--- src/rtl/grf_multiport_pkg.sv ---
// Shared constants for the multiport general register file.
// This package holds the default geometry and the index of the hardwired zero register.
package grf_multiport_pkg;

    localparam int DEF_DATA_W = 32;
    localparam int DEF_ADDR_W = 5;
    localparam int ZERO_REG   = 0;

endpackage

--- src/rtl/grf_scoreboard.sv ---
// Pending-write scoreboard: one busy bit per register.
// An issue sets the bit, a committed write clears it, and reset zeroes every bit.
module grf_scoreboard
    import grf_multiport_pkg::*;
#(
    parameter int ADDR_W = DEF_ADDR_W,
    parameter int NRD    = 2,
    parameter int NWR    = 2
) (
    input  logic                  clk,
    input  logic                  reset,
    input  logic [NWR-1:0]        clr_en,
    input  logic [NWR*ADDR_W-1:0] clr_addr,
    input  logic                  iss_en,
    input  logic [ADDR_W-1:0]     iss_addr,
    input  logic [NRD*ADDR_W-1:0] rd_addr,
    output logic [NRD-1:0]        rd_busy
);

    localparam int DEPTH = 1 << ADDR_W;
    localparam logic [ADDR_W-1:0] ZERO_IDX = ADDR_W'(ZERO_REG);

    logic [DEPTH-1:0]  busy;
    logic [ADDR_W-1:0] idx;
    logic              cleared;
    logic              reissued;

    // The issue is applied after the clears so that a colliding issue leaves the bit set.
    always_ff @(posedge clk) begin
        if (reset) begin
            busy <= '0;
        end else begin
            for (int p = 0; p < NWR; p++) begin
                if (clr_en[p]) begin
                    busy[clr_addr[p*ADDR_W +: ADDR_W]] <= 1'b0;
                end
            end
            if (iss_en && (iss_addr != ZERO_IDX)) begin
                busy[iss_addr] <= 1'b1;
            end
        end
    end

    always_comb begin
        rd_busy  = '0;
        idx      = '0;
        cleared  = 1'b0;
        reissued = 1'b0;
        for (int k = 0; k < NRD; k++) begin
            idx     = rd_addr[k*ADDR_W +: ADDR_W];
            cleared = 1'b0;
            for (int p = 0; p < NWR; p++) begin
                if (clr_en[p] && (clr_addr[p*ADDR_W +: ADDR_W] == idx)) begin
                    cleared = 1'b1;
                end
            end
            reissued   = iss_en && (iss_addr == idx);
            rd_busy[k] = !reset && busy[idx] && !(cleared && !reissued);
        end
    end

endmodule

--- src/rtl/grf_multiport.sv ---
// Multiport general register file with a hardwired zero register and write-through bypass.
// It also keeps a count of committed writes; the busy tracking lives in grf_scoreboard.
module grf_multiport
    import grf_multiport_pkg::*;
#(
    parameter int DATA_W = DEF_DATA_W,
    parameter int ADDR_W = DEF_ADDR_W,
    parameter int NRD    = 2,
    parameter int NWR    = 2
) (
    input  logic                  clk,
    input  logic                  reset,
    input  logic [NRD*ADDR_W-1:0] rd_addr,
    output logic [NRD*DATA_W-1:0] rd_data,
    output logic [NRD-1:0]        rd_busy,
    input  logic [NWR-1:0]        wr_en,
    input  logic [NWR*ADDR_W-1:0] wr_addr,
    input  logic [NWR*DATA_W-1:0] wr_data,
    input  logic                  iss_en,
    input  logic [ADDR_W-1:0]     iss_addr,
    output logic [31:0]           wr_count
);

    localparam int DEPTH = 1 << ADDR_W;
    localparam int CNT_W = $clog2(NWR + 1);
    localparam logic [ADDR_W-1:0] ZERO_IDX = ADDR_W'(ZERO_REG);

    logic [DATA_W-1:0] regs [DEPTH] = '{default: '0};
    logic [NWR-1:0]    we_eff;
    logic [CNT_W-1:0]  n_writes;
    logic [ADDR_W-1:0] rd_idx;
    logic [DATA_W-1:0] rd_val;

    // A write is effective only if it targets a nonzero index, reset is low, and no
    // higher-numbered port writes the same index; that makes duplicates count once.
    always_comb begin
        we_eff   = '0;
        n_writes = '0;
        for (int p = 0; p < NWR; p++) begin
            we_eff[p] = wr_en[p] && (wr_addr[p*ADDR_W +: ADDR_W] != ZERO_IDX) && !reset;
            for (int q = p + 1; q < NWR; q++) begin
                if (wr_en[q] && (wr_addr[q*ADDR_W +: ADDR_W] == wr_addr[p*ADDR_W +: ADDR_W])) begin
                    we_eff[p] = 1'b0;
                end
            end
            if (we_eff[p]) begin
                n_writes = n_writes + CNT_W'(1);
            end
        end
    end

    always_ff @(posedge clk) begin
        if (reset) begin
            for (int i = 0; i < DEPTH; i++) begin
                regs[i] <= '0;
            end
            wr_count <= '0;
        end else begin
            for (int p = 0; p < NWR; p++) begin
                if (we_eff[p]) begin
                    regs[wr_addr[p*ADDR_W +: ADDR_W]] <= wr_data[p*DATA_W +: DATA_W];
                end
            end
            wr_count <= wr_count + 32'(n_writes);
        end
    end

    // we_eff already drops reset-cycle writes, so bypass is suppressed during reset for free.
    always_comb begin
        rd_data = '0;
        rd_idx  = '0;
        rd_val  = '0;
        for (int k = 0; k < NRD; k++) begin
            rd_idx = rd_addr[k*ADDR_W +: ADDR_W];
            rd_val = regs[rd_idx];
            for (int p = 0; p < NWR; p++) begin
                if (we_eff[p] && (wr_addr[p*ADDR_W +: ADDR_W] == rd_idx)) begin
                    rd_val = wr_data[p*DATA_W +: DATA_W];
                end
            end
            if (rd_idx == ZERO_IDX) begin
                rd_val = '0;
            end
            rd_data[k*DATA_W +: DATA_W] = rd_val;
        end
    end

    grf_scoreboard #(
        .ADDR_W (ADDR_W),
        .NRD    (NRD),
        .NWR    (NWR)
    ) u_scoreboard (
        .clk      (clk),
        .reset    (reset),
        .clr_en   (we_eff),
        .clr_addr (wr_addr),
        .iss_en   (iss_en),
        .iss_addr (iss_addr),
        .rd_addr  (rd_addr),
        .rd_busy  (rd_busy)
    );

endmodule

--- config.mk ---
export PLATFORM = sky130hd
export DESIGN_NAME = grf_multiport
export DESIGN_NICKNAME = d
export VERILOG_FILES = /design/src/rtl/grf_multiport_pkg.sv /design/src/rtl/grf_scoreboard.sv /design/src/rtl/grf_multiport.sv
export SDC_FILE = /design/constraint.sdc
export NUM_CORES = 2
export LEC_CHECK = 0
export CAP_MARGIN = 15
export CORE_ASPECT_RATIO = 1.2
export CORE_MARGIN = 3
export CORE_UTILIZATION = 30
export CTS_BUF_LIST = sky130_fd_sc_hd__clkbuf_8
export DETAILED_ROUTE_END_ITERATION = 7
export PLACE_DENSITY = 0.48
export SLEW_MARGIN = 20
export SYNTH_ARGS = -nofsm -noshare
export SYNTH_HDL_FRONTEND = slang
export SYNTH_SLANG_ARGS = --single-unit
--- constraint.sdc ---
create_clock -name clk -period 5.4 [get_ports clk]
set_input_delay 1.62 -clock clk [delete_from_list [all_inputs] [get_ports clk]]
set_output_delay 1.62 -clock clk [all_outputs]
set_load 0.01 [all_outputs]
Yosys cells after proc, flatten, opt, wreduce, memory -nomap -nowiden
Memories as Yosys holds them, arrays and structs flattened. Index checks and enable logic that the tools add are counted.

Input port bits: 94. Memories kept: 1. Flip-flop bits (word level): 64. Logic and storage cells: 100. Bits in writable memories: 1024. Output and inout bits: 98.

Eq/ne operators: 7. Bitwise gates (word level): 5. Reductions and logical operators: 33. $add $sub $neg: 2. Muxes and demuxes: 42. Magnitude comparators: 8.

Memories: regs (depth 32, width 32, rd ports 2, clocked after memory_dff 0, wr ports 32, line grf_multiport.sv:28) `logic [DATA_W-1:0] regs [DEPTH] = '{default: '0};`.

Operators with widths (number): $mux W32 (13); $and A32 B32 Y32 (2); $not A32 Y32 (2); $reduce_or A32 Y1 (2); $eq A5 B5 Y1 (7); $add A32 B2 Y32 (1); $or A32 B32 Y32 (1); $lt A5 B6 Y1 const B (5); $logic_and A1 B1 Y1 (21); $mux W1 (21); $demux W1 S5 (3); $ge A5 B1 Y1 const B (3); $reduce_bool A5 Y1 (3); $bmux W1 S5 (2); $logic_not A5 Y1 (2); $mux W5 (2); $logic_not A1 Y1 (5); $add A2 B1 Y2 const B (1); $mux W2 (1).

Logic depth before layout (Yosys ltp)
Word-level depth: 13. Depth in mapped cells: 15. Depth with buffers taken out: 13.

Hierarchy
Synthesis repeated with hierarchy kept, for this count alone.

Cells, all modules: 4792. Area, all modules: 63791.2 sq um.

By module, submodules not included: grf_multiport (cells each 4496, seq. area each 31390.1 sq um, area each 61198.7 sq um, times used 1); grf_scoreboard (cells each 296, seq. area each 640.6 sq um, area each 2592.5 sq um, times used 1).

Worst setup path before layout
No wires, ideal clock.

Path type: input port to output port. From: in rd_addr[0]. To: out rd_data[0]. Data arrival time: 3.386 ns. Data required time: 3.780 ns. Buffers on the path: 4. Path slack: 0.394 ns. Cell stages on the path: 9. Cells stage by stage: buf_2 buf_6 buf_4 buf_4 mux4_2 a22oi_1 nand2_1 a31oi_1 a31oi_1.

Cells in the longest elaborated chain, start to end: 5. Elaborated cells on any way between the ends: 9. Classes of those cells: eq/ne (2); mux (3); reduce/logical (3); memory (1).

RTL lines: start: declaration (line grf_multiport.sv:13) `input logic [NRD*ADDR_W-1:0] rd_addr,`; parallel branches: the longest is 4 deep, another holds $mem_v2 Z32 W32; $mux W32 * (line grf_multiport.sv:81) `if (rd_idx == ZERO_IDX) begin`; end: declaration (line grf_multiport.sv:14) `output logic [NRD*DATA_W-1:0] rd_data,`.

Every way passes the cells marked *.

Worst setup path after layout
From: in wr_addr[2]. To: out rd_data[13].

Cells in the longest elaborated chain, start to end: 8. Elaborated cells on any way between the ends: 11. Classes of those cells: eq/ne (2); mux (4); reduce/logical (5).

RTL lines: start: declaration (line grf_multiport.sv:17) `input logic [NWR*ADDR_W-1:0] wr_addr,`; $reduce_bool A5 Y1 (line grf_multiport.sv:40) `we_eff[p] = wr_en[p] && (wr_addr[p*ADDR_W +: ADDR_W] != ZERO_IDX) && !reset;`; $logic_and A1 B1 Y1 (2 in series) (line grf_multiport.sv:40); $mux W1 (line grf_multiport.sv:42) `if (wr_en[q] && (wr_addr[q*ADDR_W +: ADDR_W] == wr_addr[p*ADDR_W +: ADDR_W])) begin`; $logic_and A1 B1 Y1 * (line grf_multiport.sv:77) `if (we_eff[p] && (wr_addr[p*ADDR_W +: ADDR_W] == rd_idx)) begin`; $mux W32 * (2 in series) (line grf_multiport.sv:77); $mux W32 * (line grf_multiport.sv:81).

Mark *: on every way between the ends. The rest lies on a longest branch, timed or not.

==> run metrics <==
status complete, but fails checks; failing checks negative setup slack; final worst-path cycle share 101.6%; Place WS -1.424 ns; NumNets Final 4,976; Global Route Usage Sum 27.23%; hold buffers post-CTS 0; most common cell after layout, fill and taps aside edfxtp_1; CTS Sinks 1,088; largest net degree at the start of global routing 53; Final GP Congestion 0.8673; Die ar. 0.2151 sq mm; Crit. End Element primary output; final clock skew 0.02032 ns; Hold Violations, Final 0; switching share of power 29.06%; area of the multi-input gates 0.02942 sq mm; clk slew on worst S/H paths 0.06 ns; Initial Util 30.27%; final WL 301,900 um; H-tree levels 4; fmax 182.2 MHz; fin crit period 5.487 ns; critical path type input pin to primary output; register area share after synthesis 50.95%; CP peak stage delay 0.39 ns; Comb power frac 18.1%; Rows 183; Ys Warns 0; Post-synth top flop edfxtp_1; WL/cell 38.68 um; net switching power 0.006112 W; Crit-path slowest cell o211ai_1; global route total overflow 0; Slew headroom 28.90%; final setup fails 15; antenna violations before repair 15; Port Buffers 191; routed via count 50,067; count of cell types in the netlist 58; Die X 423.9 um; Routed Antenna Nets 0; sequential cell area 0.03203 sq mm; Max Buffers Root-to-Sink 3; CTS Buf Count 183; final core utilization 37.59%; WHS 0.4869 ns; layout cell share with drive strength beyond 1 36.88%; Initial DRC Count 6,338; unrepaired setup endpoints after global routing true; most used cell, CP buf_6; final worst slack -0.08747 ns; Post-synth EDFFs 1,024; Int Pwr 0.01492 W; Synth async-reset ratio 0%; Worst-Margin Slew 1.066 ns; flops & latches, synth 1,088; fillcell total 19,591; vias in the first global route 49,653; Data required, critical path 3.78 ns; clk_lat worst skew 0.95 ns; Root Buffer Master clkbuf_8; Tightest Hold Check Type flop to flop; DIE HEIGHT 507.5 um; first-pass GRT wire length 410,100 um; core area 0.2077 sq mm; post-route non-filler standard cell count 7,803; syn_area_per_cell 14.19 sq um; drc violations 0; CP max FO 9; Layout area overhead 24.18%; dpl hpwl 181,900 um; CTS tree yes; Post-Syn Area 0.06287 sq mm; CP arrival 3.87 ns; Placed Cells 7,360; PD cells 269.4 mW/mm^2; Setup TNS -0.6548 ns; synthesized instance count 4,430; clock share of power 34.5%; first-pass iteration count of the detailed router 6; worst-case vdd ir drop 160.6 uV; vias per cell 6.416; power share of the sequential group 47.3%; Max-cap violations 0; CP Cell Sequence buf_6, buf_6, xor2_1, nor3_1, nand3_2, o211ai_1, clkbuf_16, buf_4, nor2_1, nor3_4, buf_2; CP startpoint kind input pin; commonest cells after routing, fill and taps aside 1,024 x edfxtp_1, 992 x a22o_1, 532 x mux4_2, 531 x buf_4, 190 x clkbuf_8; leak pwr 26.83 nW; # IOs 192; max-slew violation count 0
## worst max-delay path: cells and delay by family
kind	cells	cell delay (ns)
buf+inv	5	0.80
compound gates	1	0.39
xor+xnor	1	0.15
simple gates	4	0.89
## per-stage QoR
step	cell area, sq um	power (W)
floorplan	62980	0.01187
global placement	72100	0.01359
detailed placement	72100	0.01361
CTS	77290	0.02100
global route	78060	0.02161
finish	78070	0.02103
## path summary, 6_finish.rpt
path              cells past startpoint  slack (ns)            startpoint                   end
setup / recovery                     11       -0.09            wr_addr[2]           rd_data[13]
hold / removal                        1        0.49  u_scoreboard.busy[0]  u_scoreboard.busy[0]
setup reg to reg                      9        3.28           wr_count[0]          wr_count[30]
hold reg to reg                       1        0.49  u_scoreboard.busy[0]  u_scoreboard.busy[0]
## cell families after synthesis
group / synth area share, %
DFF: 50.95
xor gates and xnor gates: 0.8200
and+or+nand+nor: 3.821
other: 0.005965
adders and majority gates: 0.09156
buffers and inverters: 4.946
muxes: 20.80
AOI/OAI and AO/OA: 18.57
## routing by layer
layer | up-vias | track usage [%] | wire, um
li1 | 19404 | - | -
met1 | 26425 | 33.89 | 112600
met3 | 899 | 6.771 | 30160
met2 | 3327 | 43.13 | 139300
met5 | - | 0.1556 | 92
met4 | 12 | 15.61 | 19710
## repair_timing
action                                  4_1_cts  5_1_grt
setup buffers                                69       39
pin swaps                                    65       56
gates resized for setup                     477      146
cloned                                       10        4
endpoints found under the setup margin       66       66
## sequential cells by signal, summed over array words and instances, names as in the netlist
register / flops
regs: 1024
u_scoreboard.busy: 32
wr_count: 32
## area by class of cell
class	instances	area share, %
multi-input cells	2643	37.68
clock inverters	139	0.9984
inverters	43	0.2260
flip-flops and latches	1088	41.03
diodes	6	0.01923
repair buffers	919	12.25
clock buffers	190	3.350
well taps	2775	4.447
## synth_stat cells (4+ instances only)
master / n / area share, %
buf_4: 48 / 0.57
nor3_1: 64 / 0.51
buf_1: 72 / 0.43
nor2b_1: 110 / 1.1
buf_2: 133 / 1.1
clkbuf_1: 431 / 2.6
or3_1: 41 / 0.41
xor2_1: 38 / 0.53
a22oi_1: 60 / 0.72
nor2_1: 101 / 0.60
nand4_1: 12 / 0.12
xnor2_1: 19 / 0.26
and2_1: 4 / 0.040
o21ai_0: 31 / 0.25
nand3_1: 34 / 0.27
o22ai_1: 109 / 1.1
mux4_2: 532 / 19
dfxtp_1: 64 / 2.0
o211ai_1: 4 / 0.048
a211oi_1: 99 / 1.2
a21oi_1: 121 / 0.96
and3_1: 5 / 0.050
nand2_1: 46 / 0.27
nand3b_1: 9 / 0.11
a22o_1: 992 / 14
mux2i_1: 108 / 1.7
nor4_2: 4 / 0.080
inv_1: 41 / 0.24
edfxtp_1: 1024 / 49
a31oi_1: 27 / 0.27
## power by group through the flow
| stage | clock [W] | sequential (W) | combinational, W |
|---|---|---|---|
| global placement | 0 | 0.0101 | 0.00350 |
| CTS | 0.00739 | 0.00994 | 0.00368 |
| floorplan | 0 | 0.0100 | 0.00186 |
| finish | 0.00727 | 0.00995 | 0.00382 |
| detailed placement | 0 | 0.0101 | 0.00350 |
| global route | 0.00769 | 0.00999 | 0.00393 |
No activity file was read; power rests on OpenSTA's default activity.
